**src/rtl/cn_pkg.sv**
```systemverilog
// Shared types and constants for the completer-node APB sequencer and its round-robin picker.
package cn_pkg;

  typedef enum logic [1:0] {IDLE, SETUP, ACCESS, RESP} cn_state_t;

  localparam int N_RN           = 3;
  localparam int TIMEOUT_CYCLES = 16;
  localparam int TO_CNT_W       = 5;

  localparam logic [1:0] SEL_NONE = 2'b00;
  localparam logic [1:0] SEL_RN1  = 2'b01;
  localparam logic [1:0] SEL_RN2  = 2'b10;
  localparam logic [1:0] SEL_RN3  = 2'b11;

  function automatic logic [1:0] idx_to_sel(input logic [1:0] idx);
    return idx + 2'd1;
  endfunction

  function automatic logic [2:0] sel_to_onehot(input logic [1:0] sel);
    logic [2:0] oh;
    oh = 3'b000;
    case (sel)
      SEL_RN1: oh = 3'b001;
      SEL_RN2: oh = 3'b010;
      SEL_RN3: oh = 3'b100;
      default: oh = 3'b000;
    endcase
    return oh;
  endfunction

endpackage

```
**src/rtl/cn_rr_pick.sv**
```systemverilog
// Combinational round-robin pick over 3 requesters, searching last+1, last+2, last (mod 3).
// Zero latency; no flow control of its own.
module cn_rr_pick
  import cn_pkg::*;
(
  input  logic [2:0] req,
  input  logic [1:0] last,
  output logic [1:0] gnt_sel,
  output logic       any
);

  logic [1:0] last_idx;
  logic [1:0] idx;

  always_comb begin
    last_idx = (last == SEL_NONE) ? 2'd2 : last - 2'd1;
    gnt_sel  = SEL_NONE;
    idx      = 2'd0;
    // Walk from lowest to highest priority so the highest-priority hit is written last.
    for (int k = 3; k >= 1; k--) begin
      idx = 2'((int'(last_idx) + k) % 3);
      if (req[idx]) gnt_sel = idx_to_sel(idx);
    end
    any = |req;
  end

endmodule

```
**src/rtl/cn_apb_sequencer.sv**
```systemverilog
// Completer-node controller: round-robin grant, APB SETUP/ACCESS sequencing, one-cycle cn_ready pulse.
// Min 4 cycles request to response, 5 between grants; optional ACCESS abort under CN_TIMEOUT_EN.
module cn_apb_sequencer
  import cn_pkg::*;
(
  input  logic            pclk,
  input  logic            preset_n,
  input  logic [N_RN-1:0] rn_valid,
  output logic [N_RN-1:0] cn_ready,
  output logic [1:0]      crossbar_sel,
  output logic            psel,
  output logic            penable,
  input  logic            pready,
  input  logic            pslverr,
  output logic            rsp_err,
  output logic            timeout_pulse
);

  cn_state_t       state_q, state_d;
  logic [1:0]      crossbar_sel_q, crossbar_sel_d;
  logic [1:0]      last_grant_q, last_grant_d;
  logic [N_RN-1:0] cn_ready_q, cn_ready_d;
  logic            rsp_err_q, rsp_err_d;
  logic [1:0]      pick_sel;
  logic            pick_any;

`ifdef CN_TIMEOUT_EN
  logic [TO_CNT_W-1:0] to_cnt_q, to_cnt_d;
  logic                timeout_pulse_q, timeout_pulse_d;
`endif

  cn_rr_pick u_pick (
    .req     (rn_valid),
    .last    (last_grant_q),
    .gnt_sel (pick_sel),
    .any     (pick_any)
  );

  always_comb begin
    state_d        = state_q;
    crossbar_sel_d = crossbar_sel_q;
    last_grant_d   = last_grant_q;
    cn_ready_d     = '0;
    rsp_err_d      = rsp_err_q;
`ifdef CN_TIMEOUT_EN
    to_cnt_d        = to_cnt_q;
    timeout_pulse_d = 1'b0;
`endif
    case (state_q)
      IDLE: begin
        // The granted RN still shows rn_valid during its cn_ready cycle, so skip arbitration then.
        if (cn_ready_q != '0) begin
          crossbar_sel_d = SEL_NONE;
          rsp_err_d      = 1'b0;
        end else if (pick_any) begin
          crossbar_sel_d = pick_sel;
          last_grant_d   = pick_sel;
          state_d        = SETUP;
        end else begin
          crossbar_sel_d = SEL_NONE;
        end
      end
      SETUP: begin
        state_d = ACCESS;
`ifdef CN_TIMEOUT_EN
        to_cnt_d = '0;
`endif
      end
      ACCESS: begin
        if (pready) begin
          rsp_err_d = pslverr;
          state_d   = RESP;
        end
`ifdef CN_TIMEOUT_EN
        else if (to_cnt_q == TO_CNT_W'(TIMEOUT_CYCLES - 1)) begin
          rsp_err_d       = 1'b1;
          timeout_pulse_d = 1'b1;
          state_d         = RESP;
        end else begin
          to_cnt_d = to_cnt_q + 1'b1;
        end
`endif
      end
      RESP: begin
        cn_ready_d = sel_to_onehot(crossbar_sel_q);
        state_d    = IDLE;
      end
      default: state_d = IDLE;
    endcase
  end

  always_ff @(posedge pclk or negedge preset_n) begin
    if (!preset_n) begin
      state_q        <= IDLE;
      crossbar_sel_q <= SEL_NONE;
      last_grant_q   <= SEL_RN3;
      cn_ready_q     <= '0;
      rsp_err_q      <= 1'b0;
    end else begin
      state_q        <= state_d;
      crossbar_sel_q <= crossbar_sel_d;
      last_grant_q   <= last_grant_d;
      cn_ready_q     <= cn_ready_d;
      rsp_err_q      <= rsp_err_d;
    end
  end

`ifdef CN_TIMEOUT_EN
  always_ff @(posedge pclk or negedge preset_n) begin
    if (!preset_n) begin
      to_cnt_q        <= '0;
      timeout_pulse_q <= 1'b0;
    end else begin
      to_cnt_q        <= to_cnt_d;
      timeout_pulse_q <= timeout_pulse_d;
    end
  end
  assign timeout_pulse = timeout_pulse_q;
`else
  assign timeout_pulse = 1'b0;
`endif

  assign psel         = (state_q == SETUP) || (state_q == ACCESS);
  assign penable      = (state_q == ACCESS);
  assign cn_ready     = cn_ready_q;
  assign crossbar_sel = crossbar_sel_q;
  assign rsp_err      = rsp_err_q;

endmodule

```
**config.mk**
```make
export PLATFORM = sky130hd
export DESIGN_NAME = cn_apb_sequencer
export DESIGN_NICKNAME = d
export VERILOG_FILES = /design/src/rtl/cn_pkg.sv /design/src/rtl/cn_rr_pick.sv /design/src/rtl/cn_apb_sequencer.sv
export SDC_FILE = /design/constraint.sdc
export NUM_CORES = 1
export LEC_CHECK = 0
export ABC_CLOCK_PERIOD_IN_PS = 1900
export BUFFER_PORTS_ARGS = -buffer_cell sky130_fd_sc_hd__buf_2
export CAP_MARGIN = 0
export CORE_MARGIN = 2
export CORE_UTILIZATION = 46
export DETAILED_ROUTE_END_ITERATION = 8
export PLACE_DENSITY = 0.75
export SLEW_MARGIN = 40
export SYNTH_ARGS = -nofsm -noshare
export SYNTH_HDL_FRONTEND = slang
export SYNTH_SLANG_ARGS = --single-unit
```
**constraint.sdc**
```tcl
create_clock -name pclk -period 1.9 [get_ports pclk]
set_clock_uncertainty 0.2 [all_clocks]
set_input_delay 0.38 -clock pclk [delete_from_list [all_inputs] [get_ports pclk]]
set_output_delay 0.38 -clock pclk [all_outputs]
set_load 0.05 [all_outputs]
```
==> flow_summary.ini, run 1 <==
[run_status]
status = finished, final reports clean

[setup_path]
critPathArrivalTime_ns = 1.83
r2r_start = last_grant_q[0]
cp-start-kind = flop
cp_max_fo = 5
path_class = reg2reg
cp-startpoint = last_grant_q[0]
crit_required_ns = 1.85
r2r_slack_ns = 0.02
endpoint_kind = flop

[synth]
yosys.area.top_type = dfrtp_1
synth_nets = 88
ys_seq_elements = 10
synth_area_um2 = 717
async_flop_share_pct = 100
synthFlopType = dfrtp_1
synth.area.top_cells = dfrtp_1, ha_1, dfstp_2, inv_1, mux2_4
synth_edf_count = 0
synth_top_area_share_pct = 27.9
synth.avg_cell_area_um2 = 9.69
ys.warnings.count = 0
synth_cells = 74
ys_seq_area_share_pct = 35.3
synth.distinct_cells = 34

[place]
gp_congestion = 0.880
place_inst = 108
post_dp_cell_area_um2 = 851
dp_hpwl_mm = 1.09
port_buffers = 14

[sta]
tns_ns = 0
rsz0062_at_grt = yes
hold_violations = 0
layout_min_cycle_time_ns = 1.88
clock.fmax_mhz = 532
fin_worst_hold_slack_ns = 0.271
slew_viol_final = 0
finalCritPeriodShare_pct = 98.9
setup_viol_count_final = 0

[route]
routed_wl_mm = 1.41
drtPass1Iterations = 4
avgViaCountPerCell = 5.39
wl_met2_um = 686
wl_per_cell_um = 12.4
dr.max_layer_used = met4
drtIter0Drc = 12
route.met3.wl_um = 63
wl_met1_um = 631
antenna_left = 0
drcViolationCount = 0
vias = 614

[clock_network]
cts_max_path_buffers = 2
insertion_delay_ns = 0.27
numCtsBuffers = 3
cts.sinks = 10
clk_pin_slew_ns = 0.07
cts_tree = built
htree_levels = 1
clockRootBuffer = clkbuf_4

[power]
internal_power_uw = 1040
ir_worst_vdd_uv = 948
pwr-share-comb_pct = 70.3
switchingPower_uw = 909
clockPowerShare_pct = 9.7
swShare_pct = 46.6
pwr-share-seq_pct = 20.0
power_density_nw_per_um2 = 2050
power.leakage_uw = 0.000481

[final_layout]
fin_area_um2 = 950
seq_area_um2 = 253
final_cells = 114
diodes = 0
area_growth_pct = 32.5
fillCellCount = 125
multi_input_area_um2 = 458
layout-drive-gt1-share_pct = 44.9
nNetsFinal = 113

[grt]
grt_antenna_before_repair = 0
grt_first_pass_wirelength_mm = 2.36
grt-ovfl-total = 0
track_usage_pct = 16.8
grt_max_degree = 11
first_global_vias = 577

[floorplanning]
coreArea_um2 = 1490
rows = 14
die_x_um = 43.5
start_util_pct = 48.2
die_area_um2 = 1890
die_h_um = 43.5
pin_count = 16

[min_path]
hold_path_startpoint = pslverr
hp-class = in2reg

[flow_run]
cap_violations = 0
-- state kept, by name, summed over array words and instances, names as in the netlist --
signal	cells
cn_ready	3
crossbar_sel	2
last_grant_q	2
state_q	2
rsp_err	1
-- routing by layer --
layer,GRT usage (%),vias to the layer above
li1,-,308
met1,21.1,287
met2,26.9,15
met3,7.50,4
met4,3.64,0
met5,0,-
-- cells in the final DEF, fill, tap and decap left out, drive strengths merged, types with 2 or more instances in the layout --
cell,instances
a21o,2
a21oi,3
a22o,2
buf,21
clkbuf,6
dfrtp,8
dfstp,2
ha,7
inv,8
mux2,2
nand2,6
nand2b,3
nor2,4
o21ai,5
o22ai,2
-- worst paths after layout --
kind	cells past startpoint	end
max	6	crossbar_sel[1]
min	3	rsp_err
max reg2reg	6	crossbar_sel[1]
min reg2reg	1	cn_ready[1]
max in group asynchronous	2	last_grant_q[0]
min in group asynchronous	2	crossbar_sel[0]
-- power groups by stage --
stage	clock (uW)	sequential, uW	combinational (uW)
after global placement	0	380	1220
final	189	390	1370
after CTS	192	384	1260
after floorplan	0	507	848
after global routing	203	400	1490
after detailed placement	0	387	1230
-- layout make-up --
type	instances	area share, %
well taps	16	2.11
multi-input cells	52	48.2
clock buffers	4	3.82
flip-flops and latches	10	26.6
repair buffers	24	16.1
inverters	8	3.16
-- cell usage after synthesis, drive strengths merged (2+ instances only) --
library cell,instances
nand2,6
nor2,4
a22o,2
dfstp,2
a21o,2
nand2b,3
ha,7
dfrtp,8
mux2,2
o21ai,5
inv,8
o22ai,2
buf,3
a21oi,3
-- stage by stage --
stage          utilization [%]  setup slack (ns)  total power, uW
6_report                  63.8            0.0211             1950
5_1_grt                   63.8           -0.0440             2100
4_1_cts                   60.8           0.00937             1840
3_5_place_dp              57.1           -0.0465             1620
3_3_place_gp              57.1           -0.0158             1600
2_1_floorplan                -           -0.0410             1360
-- cell families (layout without fill, tap and decap cells) --
| logic type | count (synthesis) | after routing | share of synthesized area, % |
|---|---|---|---|
| compound gates | 18 | 18 | 18.1 |
| fa+ha+maj | 7 | 7 | 12.2 |
| buf+inv | 12 | 36 | 8.55 |
| flops | 10 | 10 | 35.3 |
| mux | 3 | 3 | 5.58 |
| other cells | 1 | 1 | 0.523 |
| simple gates | 23 | 23 | 19.7 |
-- worst max-delay path, cell delays in order (launching register included) --
cell and delay [ns]:
dfstp_2 0.55, inv_1 0.08, ha_4 0.19, mux2_4 0.29, and4b_4 0.21, nor4_4 0.15
o22ai_1 0.10
-- timing repair --
item,4_1_cts,5_1_grt
hold endpoints to repair,10,0
resized for setup,3,8
buffers inserted,0,1
pin swaps,0,2
hold buffers,1,0
setup endpoints to repair,3,6
Note: power is estimated with default switching activity, not from simulation.
==> run 2, diff against run 1 <==
--- a/config.mk
+++ b/config.mk
@@ -8,8 +8,10 @@
 export ABC_CLOCK_PERIOD_IN_PS = 1900
 export BUFFER_PORTS_ARGS = -buffer_cell sky130_fd_sc_hd__buf_2
 export CAP_MARGIN = 0
+export CELL_PAD_IN_SITES_DETAIL_PLACEMENT = 1
+export CELL_PAD_IN_SITES_GLOBAL_PLACEMENT = 1
 export CORE_MARGIN = 2
-export CORE_UTILIZATION = 46
+export CORE_UTILIZATION = 35
 export DETAILED_ROUTE_END_ITERATION = 8
 export PLACE_DENSITY = 0.75
 export SLEW_MARGIN = 40
==> run 2 against run 1 <==
  * Combinational power is 9% higher
  * Final cell count grew 11%
  * Fmax fell by 0.29%
  * Largest power group unchanged
==> flow_summary.ini, run 2 (synthesized netlist as in run 1, its figures left out) <==
[setup_path]
path_class = reg2reg
endpoint_kind = flop
crit_slowest_cell = dfstp_2
critPathMaxStageDelay_ns = 0.58
path_cells = buf_12, ha_4, mux2i_1, o21ai_2, nor4_4, o22ai_1
r2r_slack_ns = 0.02
crit_required_ns = 1.85
cp-start-kind = flop
critPathArrivalTime_ns = 1.83
cp_max_fo = 5

[sta]
fin_worst_hold_slack_ns = 0.271
hold_violations = 0
layout_min_cycle_time_ns = 1.88
setup_viol_count_final = 0
rsz0062_at_grt = yes
slew_viol_final = 0
clock.fmax_mhz = 531
finalCritPeriodShare_pct = 99.2

[grt]
grt_max_degree = 11
grt_antenna_before_repair = 0
first_global_vias = 646
grt-ovfl-total = 0
grt_first_pass_wirelength_mm = 3.15
track_usage_pct = 17.2

[power]
swShare_pct = 46.9
pwr-share-comb_pct = 73.3
clockPowerShare_pct = 7.8
pwr-share-seq_pct = 18.9
internal_power_uw = 1080
fin_total_pwr_uw = 2040
switchingPower_uw = 955
power_density_nw_per_um2 = 2060
power.leakage_uw = 0.000487
ir_worst_vdd_uv = 1070

[clock_network]
cts.sinks = 10
htree_levels = 1
numCtsBuffers = 3
clockRootBuffer = clkbuf_4
clk_pin_slew_ns = 0.06
cts_max_path_buffers = 2
insertion_delay_ns = 0.27
cts_tree = built

[floorplanning]
die_x_um = 49.3
die_area_um2 = 2430
rows = 16
start_util_pct = 36.9
pin_count = 16
coreArea_um2 = 1940
die_h_um = 49.3

[route]
routed_wl_mm = 1.82
drtIter0Drc = 11
route.met3.wl_um = 75
wl_per_cell_um = 14.4
drtPass1Iterations = 3
avgViaCountPerCell = 4.99
antenna_left = 0
drcViolationCount = 0
wl_met1_um = 746
vias = 629
dr.max_layer_used = met4
wl_met2_um = 942

[final_layout]
final_cells = 126
area_growth_pct = 37.7
fin_util_pct = 50.8
largest_register_ffs = 3
layout-drive-gt1-share_pct = 46.5
diodes = 0
layout_commonest_cell = buf_2
fin_area_um2 = 987
layout_common_cells = buf_2, buf_4, dfrtp_1
nNetsFinal = 114

[place]
port_buffers = 14
gp_congestion = 0.703
dp_hpwl_mm = 1.34
place_inst = 118
post_dp_cell_area_um2 = 857

[flow_run]
cap_violations = 0

[run_status]
status = finished, final reports clean

[min_path]
hp-class = reg2reg
## run 2: final cells by class
class / count / area, um^2
multi-input combinational: 52 / 468
timing repair buffer: 25 / 176
clock buffer: 4 / 26.3
sequential: 10 / 253
tap: 27 / 33.8
fill: 227 / 955
inverter: 8 / 30.0
## run 2: critical path, delay by kind of cell (launching register included)
kind            cells  cell delay (ns)
flops               1             0.58
compound gates      2             0.20
simple gates        1             0.29
fa+ha+maj           1             0.15
mux                 1             0.24
buf+inv             1             0.11
## run 2: path summary, 6_finish.rpt
path / start / end / cells past startpoint
max: last_grant_q[1] / crossbar_sel[1] / 6
min: crossbar_sel[0] / cn_ready[1] / 1
max reg2reg: last_grant_q[1] / crossbar_sel[1] / 6
min reg2reg: crossbar_sel[0] / cn_ready[1] / 1
max in group asynchronous: preset_n / last_grant_q[1] / 2
min in group asynchronous: preset_n / rsp_err / 2
## run 2: stage by stage
| step | setup WS (ns) | setup TNS, ns |
|---|---|---|
| after floorplan | -0.0410 | -0.0410 |
| after global placement | -0.0489 | -0.0779 |
| after detailed placement | -0.0852 | -0.148 |
| after CTS | -0.00280 | -0.00280 |
| after global routing | -0.101 | -0.215 |
| final | 0.0156 | 0 |
## run 2: what timing repair did
| item | in CTS | in global routing |
|---|---|---|
| endpoints found under the hold margin | 10 | 0 |
| pin swaps | 0 | 4 |
| hold buffers | 1 | 0 |
| setup buffers | 2 | 1 |
| resized for setup | 8 | 6 |
| setup endpoints to repair | 6 | 6 |
## run 2: metal layers
metal | global-route usage [%] | up-vias
met4 | 10.0 | 0
met3 | 3.68 | 7
met2 | 29.3 | 12
met1 | 19.8 | 303
met5 | 0 | -
li1 | - | 307
## run 2: power by group through the flow
stage | Combinational, uW | Clock (uW) | Sequential, uW
6_report | 1490 | 158 | 384
3_3_place_gp | 1230 | 0 | 385
5_1_grt | 1610 | 181 | 397
4_1_cts | 1430 | 166 | 381
3_5_place_dp | 1260 | 0 | 390
2_1_floorplan | 848 | 0 | 507
